<file path="src/rtl/wb_pkg.sv">
// Shared definitions for the register-file writeback path: exception
// register/codes and the layout of one pending multdiv result.
package wb_pkg;

  localparam logic [4:0]  RSTATUS_REG   = 5'd30;
  localparam logic [31:0] MULT_EXC_CODE = 32'd4;
  localparam logic [31:0] DIV_EXC_CODE  = 32'd5;

  typedef struct packed {
    logic        valid;
    logic [4:0]  wreg;
    logic [31:0] data;
  } wb_entry_t;

endpackage

</file>
<file path="src/rtl/md_wb_fifo.sv">
// Small FIFO of pending multdiv writebacks. Entries can be invalidated in place
// by register index when a younger ALU write to the same register overtakes them.
module md_wb_fifo
  import wb_pkg::*;
#(
  parameter int DEPTH = 2,
  localparam int CW = $clog2(DEPTH + 1),
  localparam int PW = (DEPTH > 1) ? $clog2(DEPTH) : 1
) (
  input  logic               clock,
  input  logic               ctrl_reset_n,
  input  logic               push,
  input  logic [4:0]         push_reg,
  input  logic [31:0]        push_data,
  input  logic               pop,
  input  logic               squash,
  input  logic [4:0]         squash_reg,
  output logic [CW-1:0]      count,
  output logic [DEPTH-1:0]   entry_valid,
  output logic [DEPTH*5-1:0] entry_reg,
  output logic               head_valid,
  output logic [4:0]         head_reg,
  output logic [31:0]        head_data
);

  wb_entry_t     mem_q [DEPTH];
  wb_entry_t     mem_d [DEPTH];
  logic [PW-1:0] head_q, head_d;
  logic [PW-1:0] tail_q, tail_d;
  logic [CW-1:0] count_q, count_d;

  function automatic logic [PW-1:0] next_ptr(input logic [PW-1:0] p);
    return (p == PW'(DEPTH - 1)) ? '0 : p + 1'b1;
  endfunction

  // Squash is applied before push so a freshly written tail entry is never
  // cleared; the caller already filters pushes that collide with the squash.
  always_comb begin
    mem_d   = mem_q;
    head_d  = head_q;
    tail_d  = tail_q;
    count_d = count_q;
    if (squash) begin
      for (int i = 0; i < DEPTH; i++) begin
        if (mem_q[i].wreg == squash_reg) mem_d[i].valid = 1'b0;
      end
    end
    if (pop) begin
      mem_d[head_q].valid = 1'b0;
      head_d = next_ptr(head_q);
    end
    if (push) begin
      mem_d[tail_q] = '{valid: 1'b1, wreg: push_reg, data: push_data};
      tail_d = next_ptr(tail_q);
    end
    case ({push, pop})
      2'b10:   count_d = count_q + 1'b1;
      2'b01:   count_d = count_q - 1'b1;
      default: count_d = count_q;
    endcase
  end

  always_ff @(posedge clock or negedge ctrl_reset_n) begin
    if (!ctrl_reset_n) begin
      for (int i = 0; i < DEPTH; i++) mem_q[i] <= '0;
      head_q  <= '0;
      tail_q  <= '0;
      count_q <= '0;
    end else begin
      for (int i = 0; i < DEPTH; i++) mem_q[i] <= mem_d[i];
      head_q  <= head_d;
      tail_q  <= tail_d;
      count_q <= count_d;
    end
  end

  always_comb begin
    entry_valid = '0;
    entry_reg   = '0;
    for (int i = 0; i < DEPTH; i++) begin
      entry_valid[i]       = mem_q[i].valid;
      entry_reg[i*5 +: 5]  = mem_q[i].wreg;
    end
  end

  assign count      = count_q;
  assign head_valid = mem_q[head_q].valid;
  assign head_reg   = mem_q[head_q].wreg;
  assign head_data  = mem_q[head_q].data;

endmodule

</file>
<file path="src/rtl/writeback_arbiter.sv">
// Merges the single-cycle ALU result and buffered multdiv completions onto one
// registered register-file write port; the ALU always has priority.
module writeback_arbiter #(
  parameter logic [4:0]  RSTATUS_REG   = wb_pkg::RSTATUS_REG,
  parameter logic [31:0] MULT_EXC_CODE = wb_pkg::MULT_EXC_CODE,
  parameter logic [31:0] DIV_EXC_CODE  = wb_pkg::DIV_EXC_CODE,
  parameter int          DEPTH         = 2
) (
  input  logic        clock,
  input  logic        ctrl_reset_n,
  input  logic        alu_wb_valid,
  input  logic [4:0]  alu_wb_reg,
  input  logic [31:0] alu_wb_data,
  input  logic        md_wb_valid,
  output logic        md_wb_ready,
  input  logic [4:0]  md_wb_reg,
  input  logic [31:0] md_wb_data,
  input  logic        md_wb_exc,
  input  logic        md_wb_is_div,
  output logic        ctrl_writeEnable,
  output logic [4:0]  ctrl_writeReg,
  output logic [31:0] data_writeReg,
  output logic [31:0] pending_mask
);

  localparam int CW = $clog2(DEPTH + 1);

  logic [CW-1:0]      fifo_count;
  logic [DEPTH-1:0]   entry_valid;
  logic [DEPTH*5-1:0] entry_reg;
  logic               head_valid;
  logic [4:0]         head_reg;
  logic [31:0]        head_data;

  logic [4:0]  enq_reg;
  logic [31:0] enq_data;
  logic        push, pop, head_write;

  logic        we_q, we_d;
  logic [4:0]  wreg_q, wreg_d;
  logic [31:0] wdata_q, wdata_d;

  assign md_wb_ready = (fifo_count < CW'(DEPTH));

  // A faulting op reports through the status register instead of its result.
  // Writes to r0 and writes the concurrent ALU result overtakes are dropped.
  always_comb begin
    enq_reg    = md_wb_exc ? RSTATUS_REG : md_wb_reg;
    enq_data   = md_wb_exc ? (md_wb_is_div ? DIV_EXC_CODE : MULT_EXC_CODE) : md_wb_data;
    push       = md_wb_valid && md_wb_ready && (enq_reg != 5'd0) &&
                 !(alu_wb_valid && (alu_wb_reg == enq_reg));
    pop        = (fifo_count != '0) && (!head_valid || !alu_wb_valid);
    head_write = (fifo_count != '0) && head_valid && !alu_wb_valid;
  end

  md_wb_fifo #(.DEPTH(DEPTH)) u_fifo (
    .clock        (clock),
    .ctrl_reset_n (ctrl_reset_n),
    .push         (push),
    .push_reg     (enq_reg),
    .push_data    (enq_data),
    .pop          (pop),
    .squash       (alu_wb_valid),
    .squash_reg   (alu_wb_reg),
    .count        (fifo_count),
    .entry_valid  (entry_valid),
    .entry_reg    (entry_reg),
    .head_valid   (head_valid),
    .head_reg     (head_reg),
    .head_data    (head_data)
  );

  always_comb begin
    we_d    = 1'b0;
    wreg_d  = wreg_q;
    wdata_d = wdata_q;
    if (alu_wb_valid) begin
      if (alu_wb_reg != 5'd0) begin
        we_d    = 1'b1;
        wreg_d  = alu_wb_reg;
        wdata_d = alu_wb_data;
      end
    end else if (head_write) begin
      we_d    = 1'b1;
      wreg_d  = head_reg;
      wdata_d = head_data;
    end
  end

  always_ff @(posedge clock or negedge ctrl_reset_n) begin
    if (!ctrl_reset_n) begin
      we_q    <= 1'b0;
      wreg_q  <= '0;
      wdata_q <= '0;
    end else begin
      we_q    <= we_d;
      wreg_q  <= wreg_d;
      wdata_q <= wdata_d;
    end
  end

  assign ctrl_writeEnable = we_q;
  assign ctrl_writeReg    = wreg_q;
  assign data_writeReg    = wdata_q;

  always_comb begin
    pending_mask = '0;
    for (int i = 0; i < DEPTH; i++) begin
      if (entry_valid[i]) pending_mask[entry_reg[i*5 +: 5]] = 1'b1;
    end
    pending_mask[0] = 1'b0;
  end

endmodule

</file>
<file path="config.mk">
export PLATFORM = sky130hd
export DESIGN_NAME = writeback_arbiter
export DESIGN_NICKNAME = d
export VERILOG_FILES = /design/src/rtl/wb_pkg.sv /design/src/rtl/md_wb_fifo.sv /design/src/rtl/writeback_arbiter.sv
export SDC_FILE = /design/constraint.sdc
export NUM_CORES = 1
export LEC_CHECK = 0
export ABC_AREA = 1
export CAP_MARGIN = 20
export CELL_PAD_IN_SITES_DETAIL_PLACEMENT = 2
export CELL_PAD_IN_SITES_GLOBAL_PLACEMENT = 2
export CORE_ASPECT_RATIO = 0.9
export CORE_MARGIN = 2
export CORE_UTILIZATION = 30
export CTS_BUF_LIST = sky130_fd_sc_hd__clkbuf_4 sky130_fd_sc_hd__clkbuf_8 sky130_fd_sc_hd__clkbuf_16
export CTS_CLUSTER_SIZE = 14
export DETAILED_ROUTE_END_ITERATION = 16
export PLACE_DENSITY_LB_ADDON = 0.1
export SYNTH_ARGS = -nofsm -noshare
export SYNTH_HDL_FRONTEND = slang
export SYNTH_SLANG_ARGS = --single-unit
</file>
<file path="constraint.sdc">
create_clock -name clock -period 3.7 [get_ports clock]
set_clock_uncertainty 0.15 [all_clocks]
set_input_delay 1.11 -clock clock [delete_from_list [all_inputs] [get_ports clock]]
set_output_delay 1.11 -clock clock [all_outputs]
set_load 0.01 [all_outputs]
</file>
### Word-level counts from Yosys, hierarchy flattened

Cells that the tools add are included.

| cells by class | value |
|---|---|
| $add $sub $neg | 4 |
| multiply operators | 0 |
| divide/modulo/power cells | 0 |
| magnitude comparators | 9 |
| eq/ne operators | 6 |
| shifts and indexed selects | 0 |
| multiplexer cells | 36 |
| bitwise logic cells | 3 |
| reduce and logical (&&, ||, !) cells | 21 |

Operator list:

| operator | count |
|---|---|
| $mux W32 | 6 |
| $mux W38 | 5 |
| $bwmux W76 | 2 |
| $mux W76 | 2 |
| $demux W38 S1 | 2 |
| $or A32 B32 Y32 | 1 |
| $mux W5 | 4 |
| $eq A5 B5 Y1 | 3 |
| $lt A5 B6 Y1 const B | 2 |
| $mux W1 | 12 |
| $logic_and A1 B1 Y1 | 11 |
| $demux W1 S5 | 2 |
| $ge A5 B1 Y1 const B | 2 |
| $reduce_bool A5 Y1 | 2 |
| $reduce_bool A2 Y1 | 3 |
| $ge A2 B2 Y1 const B | 2 |
| $lt A2 B1 Y1 const B | 2 |
| $not A1 Y2 | 2 |
| $pmux W2 S2 | 1 |
| $logic_not A1 Y1 | 3 |
| $add A1 B1 Y1 const B | 2 |
| $add A2 B1 Y2 const B | 1 |
| $eq A2 B1 Y1 const B | 1 |
| $eq A2 B2 Y1 const B | 1 |
| other kinds (5) | 5 |

| word-level totals | value |
|---|---|
| register bits | 118 |
| latch bits | 0 |
| bits in writable memories | 0 |
| ROM bits | 0 |
| output and inout bits | 71 |
| logic and storage cells | 91 |
| memories | 0 |

### Depth between registers and ports, before layout

| depth | value |
|---|---|
| depth in word-level cells | 10 |
| depth in mapped cells | 13 |
| gate-level depth less buffers | 11 |

### By module

From an unflattened synthesis, not the netlist that was laid out.

| second synthesis, totals | value |
|---|---|
| cell total of the unflattened synthesis | 864 |
| area, all modules | 6419.9 um^2 |

Modules (own cells, without submodules):

| module | times used | cells each | area each (um^2) | sequential area each (um^2) |
|---|---|---|---|---|
| md_wb_fifo | 1 | 480 | 3774.9 | 2001.9 |
| writeback_arbiter | 1 | 384 | 2645.0 | 950.9 |

### Least setup slack after synthesis

OpenSTA, ideal clock, no wires.

| path | value |
|---|---|
| kind | input -> register |
| start point | in md_wb_exc |
| end point | reg u_fifo.count_q[1], in the netlist u_fifo.count[1] |
| library setup time | 0.131 ns |
| arrival | 2.494 ns |
| required time | 3.419 ns |
| path slack | 0.926 ns |
| stages on the path | 13 |
| buffers on the path | 2 |
| path through | buf_6 -> inv_4 -> nand2_1 -> nand2_1 -> nand2_1 -> nor2_1 -> nand3_2 -> buf_4 -> nand2_1 -> ha_1 -> a21oi_1 -> o21ai_0 -> xor2_1 |

| between the ends | value |
|---|---|
| word-level cells in the longest chain between the ends | 7 |
| elaborated cells on any way between the ends | 11 |

RTL lines:

| what | RTL line | RTL |
|---|---|---|
| start: declaration | writeback_arbiter.sv:18 | `input logic md_wb_exc,` |
| $mux W5 (*) | writeback_arbiter.sv:48 | `enq_reg = md_wb_exc ? RSTATUS_REG : md_wb_reg;` |
| $eq A5 B5 Y1 | writeback_arbiter.sv:51 | `!(alu_wb_valid && (alu_wb_reg == enq_reg));` |
| $logic_and A1 B1 Y1 | writeback_arbiter.sv:51 |  |
| $logic_not A1 Y1 | writeback_arbiter.sv:51 |  |
| $logic_and A1 B1 Y1 (*) | writeback_arbiter.sv:50 | `push = md_wb_valid && md_wb_ready && (enq_reg != 5'd0) &&` |
| $eq A2 B1 Y1 / $eq A2 B2 Y1 (equally long branches) | md_wb_fifo.sv:56 | `case ({push, pop})` |
| $pmux W2 S2 / $reduce_bool A2 Y1 (equally long branches) | n/a |  |
| end signal: assignment | md_wb_fifo.sv:73 | `count_q <= count_d;` |
| end: declaration | md_wb_fifo.sv:30 | `logic [CW-1:0] count_q, count_d;` |

Mark *: on every way between the ends. The rest lies on a longest branch, timed or not.
A chain may end at the register's enable or synchronous reset.

### Worst setup path in the final report

| path | value |
|---|---|
| start point | reg u_fifo.entry_reg[4] (netlist name) |
| end point | out pending_mask[18] |

| between the ends | value |
|---|---|
| word-level cells in the longest chain between the ends | 7 |
| elaborated cells on any way between the ends | 8 |

RTL lines:

| what | RTL line | RTL |
|---|---|---|
| $lt A5 B6 Y1 (not written as such) / $ge A5 B1 Y1 (equally long branches) | writeback_arbiter.sv:109 | `if (entry_valid[i]) pending_mask[entry_reg[i*5 +: 5]] = 1'b1;` |
| $logic_and A1 B1 Y1 (not written as such) | writeback_arbiter.sv:109 |  |
| $mux W1 (not written as such) | writeback_arbiter.sv:109 |  |
| $demux W1 S5 (*) | writeback_arbiter.sv:109 |  |
| $mux W32 (*) | writeback_arbiter.sv:109 |  |
| $or A32 B32 Y32 (no line) | n/a |  |
| $mux W32 (*) | writeback_arbiter.sv:109 |  |
| end: declaration | writeback_arbiter.sv:23 | `output logic [31:0] pending_mask` |

Marks and branches as above.

==> parameters.txt <==
Parameter                              Value

STA
  Setup repair after global routing missed its margin    yes
  Final critical-path share of the clock period    0.962
  Final Hold Vio Count    0
  # setup viols final    0
  Setup TNS after final layout    0 ns
  F_max    281 MHz
  Worst-Margin Slew    0.855 ns
  Setup slack of the critical path after layout    0.140 ns
  Worst rel slew slack    0.429
  Final min period    3.56 ns
  Final number of max-transition violations    0

Worst hold path
  Worst hold path class    register to register

Cells and area
  Most frequent standard cell in the layout excluding fill and tap cells    nand2_1
  Number of nets in the layout    1120
  Commonest cells after routing, fill and taps aside    nand2_1, clkdlybuf4s50_1, dfrtp_1
  Fill cell count    2477
  Number of antenna repair diodes    0
  Multi-input gate area in the final layout    2920 sq um
  Share of post-route cells with drive strength above 1    0.0703
  Share of the core filled with cells in the final layout    0.419
  Flip-flop count of the largest register, all copies and words added    64
  Sequential cell area in the final layout    2950 sq um
  Final standard cell count with taps included and fillers excluded    1343
  Area growth from synthesis to layout    38.0%

Synthesis
  Post-synth design cell area    6500 sq um
  Synth warnings    0
  Mean cell area of the mapped netlist    7.13 sq um
  Fraction of post-synthesis cell area in the top cell type by area    0.454
  Top cells by area in the synthesized netlist    dfrtp_1, nand2_1, nand4_1
  Leading area contributor after synthesis    dfrtp_1
  Number of instances in the synthesized netlist    912
  Flip-flop and latch count after synthesis    118
  Syn_nets    993
  Share of the yosys chip area belonging to registers    0.454
  Distinct cells, synth    29

CTS
  Setup bufs post-CTS    0
  Clock slew at the register clock pins of the worst setup and hold paths    0.06 ns
  Clock tree from TritonCTS    done
  Maximum level of the CTS H-tree    4
  Clock insertion delay at the later pin of the skew report    0.42 ns
  Count of hold buffers inserted by post-cts repair    0
  Worst-case clock buffer depth    2
  Count of clock tree sinks    118
  Root buf cell    clkbuf_16
  Number of CTS-inserted buffers    17

Worst setup path
  Critical-path top delay cell    clkdlybuf4s50_1
  WP buf/inv    2
  Arrival time at the worst endpoint    2.30 ns
  Maximum net fanout on the critical path    5
  Critical path's top delay family    buffers and inverters
  Worst path required time    2.44 ns
  Critical Setup Path Class    register to output port
  Element type at the critical path end    output port
  Critical path cell sequence    inv_1 > nor3_1 > nand2_1 > o21ai_0 > clkdlybuf4s50_1
  Worst stage delay on the critical path    0.57 ns
  Worst Setup Start Kind    register

Placement
  Number of port buffers    149
  Minimum setup slack after placement    0.304 ns
  Routability cong.    0.845
  Post-DP HPWL    17.7 mm
  Number of cells after detailed placement    1311

Run
  Max Cap Viol    0

Floorplanning
  Die width    159 um
  Number of ports placed on the die boundary    151
  Area of the core    21400 sq um
  Core Rows    51
  Starting Density    0.303
  Vert. Die Dim    144 um
  Die footprint    22900 sq um

Global routing
  All-Layer GR Usage    0.234
  Pin count of the biggest net entering global routing    75
  Total congestion overflow    0
  Via count of the first global-routing pass    7304
  Wire length of the first global-routing pass    41.8 mm
  Antenna violations before repair    0

Route
  Remaining antenna violation count after routing    0
  Count of vias placed by the detailed router    6749
  Number of DRC markers after the initial detailed-route iteration    353
  Pre-antenna DRT Iters    4
  Number of vias per cell after detailed routing    5.03
  Per-cell routed wire length    19.3 um
  Total Routed Length    26.0 mm
  # DRC    0

Power
  Leakage power summed over all cells    0.00422 uW
  Peak ir drop on the vdd network    0.500 mV
  Power Dens Cells    766 nW/um^2
  Total power after layout    6870 uW

Outcome
  Outcome    finished, final reports clean
## worst register-to-register path: stages, from the launching register on
cell and delay [ns]:
dfrtp_1 0.36, inv_1 0.21, o21ai_1 0.16, a21oi_1 0.38, ha_1 0.34, a21oi_1 0.12
o21ai_0 0.12, xor2_1 0.16
## repair_timing
| action | 4_1_cts | 5_1_grt |
|---|---|---|
| endpoints found under the setup margin | 0 | 3 |
| resized for setup | 0 | 3 |
| endpoints found under the hold margin | 0 | 0 |
## cells by family after synthesis
kind of cell	count (synthesis)	synth area share
AO/OA/AOI/OAI	131	0.109
XOR/XNOR	3	0.00404
adder cells (fa/ha/maj)	1	0.00192
buffers and inverters	159	0.103
flip-flops	118	0.454
other	1	0.000577
AND/OR/NAND/NOR	499	0.327
## stage by stage
| stage | area [sq um] | hold slack (ns) |
|---|---|---|
| 3_5_place_dp | 8310 | 0.311 |
| 5_1_grt | 8980 | 0.347 |
| 4_1_cts | 8960 | 0.328 |
| 2_1_floorplan | 6500 | 0.292 |
| 6_report | 8980 | 0.322 |
| 3_3_place_gp | 8310 | 0.305 |
## worst paths after layout
kind | start | to | slack (ns) | cells after the start
min in group asynchronous | ctrl_reset_n | data_writeReg[1]$_DFFE_PN0P_ | 0.48 | 1
max in group asynchronous | ctrl_reset_n | u_fifo.mem_q[65]$_DFFE_PN0P_ | 2.09 | 2
worst max-delay path | u_fifo.entry_reg[4]$_DFFE_PN0P_ | pending_mask[18] | 0.14 | 5
worst min register to register | u_fifo.mem_q[53]$_DFFE_PN0P_ | u_fifo.mem_q[53]$_DFFE_PN0P_ | 0.32 | 2
worst min-delay path | u_fifo.mem_q[53]$_DFFE_PN0P_ | u_fifo.mem_q[53]$_DFFE_PN0P_ | 0.32 | 2
worst max register to register | u_fifo.entry_valid[0]$_DFF_PN0_ | u_fifo.count[1]$_DFFE_PN0P_ | 1.58 | 7
## area by class of cell
class / count / area share
Sequential cell: 118 / 0.329
Multi-Input combinational cell: 635 / 0.325
Timing Repair Buffer: 173 / 0.194
Clock buffer: 19 / 0.0505
Tap cell: 291 / 0.0406
Inverter: 94 / 0.0396
Clock inverter: 13 / 0.0217
## where the power goes
part           switching [uW]  total (uW)  internal, uW  leakage [uW]
sequential                431        2300          1870       0.00150
clock                     648        1820          1170      0.000307
combinational            1710        2750          1040       0.00241
total                    2790        6870          4080       0.00422
## synth_stat cells
master and instances:
nand2_1 311, dfrtp_1 118, inv_1 91, o21ai_0 78, nand4_1 75, nor2_1 75, a31oi_1 32, clkbuf_1 26
buf_2 22, nand3_1 20, nor3_1 12, a21oi_1 10, buf_1 9, o22ai_1 6, buf_4 4, buf_6 4
a22oi_1 2, inv_2 2, nand2_2 2, nand3_2 2, o21ai_1 2, xor2_1 2, conb_1 1, ha_1 1
inv_4 1, nor2_2 1, o2bb2ai_1 1, or2_2 1, xnor2_1 1
## routing by layer
| metal | global-route usage | share of wire | vias up |
|---|---|---|---|
| met5 | 0 | 0 | - |
| met4 | 0.0502 | 0.0059 | 0 |
| met3 | 0.0387 | 0.047 | 10 |
| met2 | 0.377 | 0.46 | 142 |
| met1 | 0.333 | 0.49 | 3366 |
| li1 | - | - | 3231 |
Note: power is estimated with default switching activity, not from simulation.
